==> config.mk <==
export PLATFORM = sky130hd
export DESIGN_NAME = regfile_sb
export DESIGN_NICKNAME = d
export VERILOG_FILES = /design/src/rtl/regfile_pkg.sv /design/src/rtl/regfile_sb_busy_bits.sv /design/src/rtl/regfile_sb.sv
export SDC_FILE = /design/constraint.sdc
export NUM_CORES = 2
export LEC_CHECK = 0
export ABC_AREA = 1
export ABC_CLOCK_PERIOD_IN_PS = 5400
export BUFFER_PORTS_ARGS = -buffer_cell sky130_fd_sc_hd__buf_2
export CORE_UTILIZATION = 45
export CTS_CLUSTER_SIZE = 14
export DETAILED_ROUTE_END_ITERATION = 12
export PLACE_DENSITY = 0.6
export RECOVER_POWER = 25
export SYNTH_ARGS = -nofsm -noshare
export SYNTH_HDL_FRONTEND = slang
export SYNTH_SLANG_ARGS = --single-unit
==> constraint.sdc <==
create_clock -name clk -period 5.4 [get_ports clk]
set_input_delay 0.54 -clock clk [delete_from_list [all_inputs] [get_ports clk]]
set_output_delay 0.54 -clock clk [all_outputs]
set_load 0.02 [all_outputs]
==> src/rtl/regfile_pkg.sv <==
// Shared constants and helpers for the register file and its busy scoreboard.
package regfile_pkg;

    // Default integer data width.
    localparam int RF_XLEN = 32;

    // Architectural register that always reads as zero.
    localparam int RF_ZERO_IDX = 0;

    // Index width for a register file of nregs entries (ceil(log2(nregs))).
    function automatic int rf_idxw(input int nregs);
        int w;
        w = 0;
        for (int i = 0; i < 31; i++) begin
            if ((1 << i) < nregs) begin
                w = i + 1;
            end
        end
        return w;
    endfunction

endpackage

==> src/rtl/regfile_sb_busy_bits.sv <==
// Per-register busy scoreboard: flush > issue > writeback priority, plus a
// registered count of pending destinations.
module sb_busy_bits
    import regfile_pkg::*;
#(
    parameter int NREGS = 32,
    parameter int IDXW  = 5
) (
    input  logic             clk,
    input  logic             rst_n,
    input  logic             issue_en,
    input  logic [IDXW-1:0]  issue_idx,
    input  logic             wr_en,
    input  logic [IDXW-1:0]  wr_idx,
    input  logic             flush,
    output logic [NREGS-1:0] busy,
    output logic [IDXW:0]    pending_cnt
);

    logic [NREGS-1:0] busy_nxt;
    logic [IDXW:0]    cnt_nxt;

    // Next busy vector; issue is applied after writeback so a new producer wins.
    always_comb begin
        busy_nxt = busy;
        if (flush) begin
            busy_nxt = '0;
        end else begin
            if (wr_en && (wr_idx != IDXW'(RF_ZERO_IDX))) begin
                busy_nxt[wr_idx] = 1'b0;
            end
            if (issue_en && (issue_idx != IDXW'(RF_ZERO_IDX))) begin
                busy_nxt[issue_idx] = 1'b1;
            end
        end
    end

    // Popcount of the next busy vector so the count tracks busy after every edge.
    always_comb begin
        cnt_nxt = '0;
        for (int i = 0; i < NREGS; i++) begin
            cnt_nxt = cnt_nxt + {{IDXW{1'b0}}, busy_nxt[i]};
        end
    end

    // Scoreboard state register.
    always_ff @(posedge clk or negedge rst_n) begin
        if (!rst_n) begin
            busy        <= '0;
            pending_cnt <= '0;
        end else begin
            busy        <= busy_nxt;
            pending_cnt <= cnt_nxt;
        end
    end

endmodule

==> src/rtl/regfile_sb.sv <==
// Integer register file: NREAD combinational read ports with same-cycle
// write-through bypass, one clocked write port, and a busy scoreboard.
// Register 0 is hardwired to zero and can never be marked busy.
module regfile_sb
    import regfile_pkg::*;
#(
    parameter int XLEN  = RF_XLEN,
    parameter int NREGS = 32,
    parameter int NREAD = 2,
    localparam int IDXW = rf_idxw(NREGS)
) (
    input  logic                  clk,
    input  logic                  rst_n,
    input  logic [NREAD*IDXW-1:0] rd_idx,
    output logic [NREAD*XLEN-1:0] rd_data,
    output logic [NREAD-1:0]      rd_busy,
    input  logic                  wr_en,
    input  logic [IDXW-1:0]       wr_idx,
    input  logic [XLEN-1:0]       wr_data,
    input  logic                  issue_en,
    input  logic [IDXW-1:0]       issue_idx,
    input  logic                  flush,
    output logic [IDXW:0]         pending_cnt
);

    logic [XLEN-1:0]  regs [NREGS];
    logic [NREGS-1:0] busy;

    // Data array; writes to register 0 are dropped so it stays zero.
    always_ff @(posedge clk or negedge rst_n) begin
        if (!rst_n) begin
            for (int i = 0; i < NREGS; i++) begin
                regs[i] <= '0;
            end
        end else if (wr_en && (wr_idx != IDXW'(RF_ZERO_IDX))) begin
            regs[wr_idx] <= wr_data;
        end
    end

    sb_busy_bits #(
        .NREGS (NREGS),
        .IDXW  (IDXW)
    ) u_busy (
        .clk         (clk),
        .rst_n       (rst_n),
        .issue_en    (issue_en),
        .issue_idx   (issue_idx),
        .wr_en       (wr_en),
        .wr_idx      (wr_idx),
        .flush       (flush),
        .busy        (busy),
        .pending_cnt (pending_cnt)
    );

    // Read ports: zero register, then bypass from the writeback, then storage.
    // A register being written this cycle is no longer busy from the reader's view.
    for (genvar p = 0; p < NREAD; p++) begin : g_rd
        logic [IDXW-1:0] idx;
        logic            is_zero;
        logic            hit;

        assign idx     = rd_idx[p*IDXW +: IDXW];
        assign is_zero = (idx == IDXW'(RF_ZERO_IDX));
        assign hit     = wr_en && (wr_idx == idx);

        assign rd_data[p*XLEN +: XLEN] = is_zero ? '0 :
                                         hit     ? wr_data : regs[idx];
        assign rd_busy[p] = !is_zero && busy[idx] && !hit;
    end

endmodule
==> results.sh <==
export IMPL_io_buffers=128
export IMPL_cts_htree_levels=3
export IMPL_synth_nets=8594
export IMPL_p_clk_share_pct=35.5
export IMPL_synthDistinctLibCells=35
export IMPL_avgSynthCellArea_um2=7.168
export IMPL_grt_start_max_net_pins=187
export IMPL_cp_max_fo=6
export IMPL_crit_path_end="u_busy.pending_cnt[3]"
export IMPL_ir_drop_mv=0.3015
export IMPL_ys_seq_area_share_pct=43.59
export IMPL_initial_utilization_pct=45.51
export IMPL_gr_total_overflow=0
export IMPL_core_um2=134000
export IMPL_globalplace_congestion=0.8740
export IMPL_relSlewSlack_pct=-227.4
export IMPL_grt_pass1_vias=54710
export IMPL_setup_viol=0
export IMPL_setup_slack_ns=0.3666
export IMPL_yosysTopAreaCell="dfrtp_1"
export IMPL_drt_pass1_iterations=6
export IMPL_layout_common_cells="2,243 x nand2_1, 1,355 x o21ai_0, 1,062 x dfrtp_1"
export IMPL_min_period_over_period_pct=93.21
export IMPL_netlist_area_um2=60970
export IMPL_clk_latency_ns=0.75
export IMPL_sequentialPowerShare_pct=44.0
export IMPL_grt_first_pass_wirelength_um=363800
export IMPL_drcViolationCount=0
export IMPL_cts_sinks=1062
export IMPL_drive_above_1_share_pct=6.891
export IMPL_cp_slowest_cell="fa_1"
export IMPL_internal_power_mw=16.01
export IMPL_p_leak_nw=30.44
export IMPL_clock_root_buffer="clkbuf_16"
export IMPL_cap_violations=23
export IMPL_path_depth=22
export IMPL_reg2reg_slack_ns=0.42
export IMPL_worst_slew_pin_transition_ns=4.910
export IMPL_ant_nets=0
export IMPL_yosysTopAreaCellShare_pct=43.59
export IMPL_regArea_um2=26580
export IMPL_placementRows=134
export IMPL_fin_skew_ns=0.006947
export IMPL_dr_total_vias=59770
export IMPL_num_fill_cells=13290
export IMPL_fmax_ghz=0.1987
export IMPL_crit_arrival_ns=5.70
export IMPL_cp_slowest_stage_delay_ns=0.54
export IMPL_cts_inserted_buffers=120
export IMPL_ys_flop_type="dfrtp_1"
export IMPL_path_delay_family="adder cells"
export IMPL_swShare_pct=32.33
export IMPL_ys_top_cells_by_area="dfrtp_1 44%, nand2_1 14%, o21ai_0 11%, nand3_1 6.5%, a21oi_1 4.6%"
export IMPL_crit_path_cell_trace="buf_2, inv_8, nand3_1, inv_1, nand2_1, nand2_1, a21oi_1, ha_1, inv_1, fa_1, fa_1, fa_1, fa_1, fa_1, fa_1, inv_1, fa_2, inv_2, nor2_1, a211oi_2, buf_4, xor2_1"
export IMPL_cts_buffer_depth=3
export IMPL_rsz0062_at_grt="no"
export IMPL_die_area_um2=137000
export IMPL_rr_endpoint="u_busy.pending_cnt[3]"
export IMPL_drt_iter0_drc=7975
export IMPL_post_place_ws_ns=-0.2750
export IMPL_multi_input_comb_area_um2=28020
export IMPL_post_drt_via_cell_ratio=5.943
export IMPL_pwr_share_comb_pct=20.5
export IMPL_tritoncts="done"
export IMPL_synthCells=8505
export IMPL_clk_pin_slew_ns=0.06
export IMPL_fin_crit_ns=5.033
export IMPL_dpl_instance_area_um2=62490
export IMPL_power_density_nw_per_um2=357.5
export IMPL_synth_warnings=0
export IMPL_nNetsFinal=8280
export IMPL_crit_required_ns=6.06
export IMPL_hold_path_class="in2reg"
export IMPL_cpMostUsedCell="fa_1"
export IMPL_end_kind="flip-flop"
export IMPL_pin_count=129
export IMPL_worst_path_buf_inv=7
export IMPL_violations="max-capacitance violations, max-slew violations"
export IMPL_p_switching_mw=7.647
export IMPL_crit_path_start="wr_idx[4]"
export IMPL_drv_slew=741
export IMPL_syn2layout_area_growth_pct=8.517
export IMPL_wl_per_cell_um=24.51
export IMPL_post_dp_hpwl_um=135300
export IMPL_r2r_start="u_busy.busy[1]"
export IMPL_grt_usage_pct=35.57
export IMPL_die_w_um=370.1
export IMPL_ys_seq_elements=1062
export IMPL_dieHeight_um=370.1
export IMPL_final_common_cell="nand2_1"
export IMPL_status="finished with violations"
export IMPL_final_area_um2=66160
export IMPL_antenna_found_initial=11
export IMPL_critPathKind="in2reg"
export IMPL_reg2reg_depth=17
export IMPL_async_flop_share_pct=100.0
export IMPL_finalPower_mw=23.65
export IMPL_finalHoldViolations=0
export IMPL_start_kind="input port"
export IMPL_routed_wl_um=246500
export IMPL_synth_edff_count=0
## flip-flops by register name, indices dropped and copies added (netlist names)
register and flops:
regs 1024, u_busy.busy 32, u_busy.pending_cnt 6
## logic make-up after synthesis
family	synth area share, %
AND/OR/NAND/NOR	23.80
AO/OA/AOI/OAI	21.11
adder cells (fa/ha/maj)	0.9522
XOR/XNOR	0.07183
buffers and inverters	10.48
flip-flops	43.59
## final cells by class
| type | count | share of cell area, % |
|---|---|---|
| clock inverter | 28 | 0.4369 |
| multi-input combinational | 5925 | 42.36 |
| antenna | 3 | 0.01135 |
| tap | 1768 | 3.344 |
| sequential | 1062 | 40.17 |
| clock buffer | 189 | 5.571 |
| timing repair buffer | 338 | 3.811 |
| inverter | 744 | 4.301 |
## power by group through the flow
stage,Clock (mW),Sequential [mW],Combinational [mW]
final,8.40,10.4,4.85
after global routing,8.78,10.6,5.49
after CTS,8.48,10.4,4.81
after detailed placement,0,10.5,4.79
after global placement,0,10.4,4.68
after floorplan,0,10.3,3.43
## cells in the mapped netlist (2+ instances only)
master / count
inv_2: 34
o22ai_1: 4
or2_2: 28
clkbuf_1: 376
o211ai_1: 364
dfrtp_1: 1062
nand2_1: 2247
buf_6: 30
nor2_8: 4
o21ai_1: 157
fa_1: 24
ha_1: 8
nor3_1: 13
nor3_4: 2
o21ai_0: 1300
inv_1: 708
clkinv_1: 2
a22o_1: 2
xor2_1: 4
nor3_2: 6
nor2_1: 380
o21a_1: 2
nand4_1: 3
nor2_4: 15
nand3_1: 792
buf_4: 25
buf_1: 47
nor2_2: 5
buf_2: 295
nand3b_1: 6
a21oi_1: 556
## tightest hold or removal path: cells and delay by family
kind                   cells  cell delay (ns)
and+or+nand+nor            1             0.08
AOI/OAI and AO/OA          1             0.07
buffers and inverters      1             0.18
## how the worst min path moves through the flow
stage	from	to	slack, ns	cells past startpoint
floorplan	rst_n	regs[0]	0.24	0
global route	wr_data[30]	regs[894]	0.16	3
finish	wr_data[30]	regs[894]	0.16	3
detailed placement	regs[1010]	regs[1010]	0.38	0
global placement	regs[1021]	regs[1021]	0.38	0
CTS	wr_data[30]	regs[894]	0.12	3
## through the flow
step                      setup TNS [ns]  util (%)  hold WS [ns]  std cells
after CTS                              0     49.62        0.1220      10050
after global routing                   0     49.38        0.1612      10060
after floorplan                 -0.05049         -        0.2444       8505
after detailed placement          -1.009     46.65        0.3785       9836
after global placement            -1.053     46.65        0.3756       9836
final                                  0     49.39        0.1592      10060
## routing by layer
layer / vias up / global-route usage, % / part of all wire [%]
li1: 27240 / - / -
met1: 28610 / 50.54 / 42
met2: 3386 / 52.77 / 42
met3: 529 / 7.545 / 12
met4: 8 / 13.93 / 4.1
met5: - / 0 / 0.022
## timing repair
action / in CTS / in global routing
buffers inserted: 0 / 0
gates resized for setup: 0 / 0
hold buffers: 1 / 0
hold endpoints to repair: 78 / 0
No activity file was read; power rests on OpenSTA's default activity.
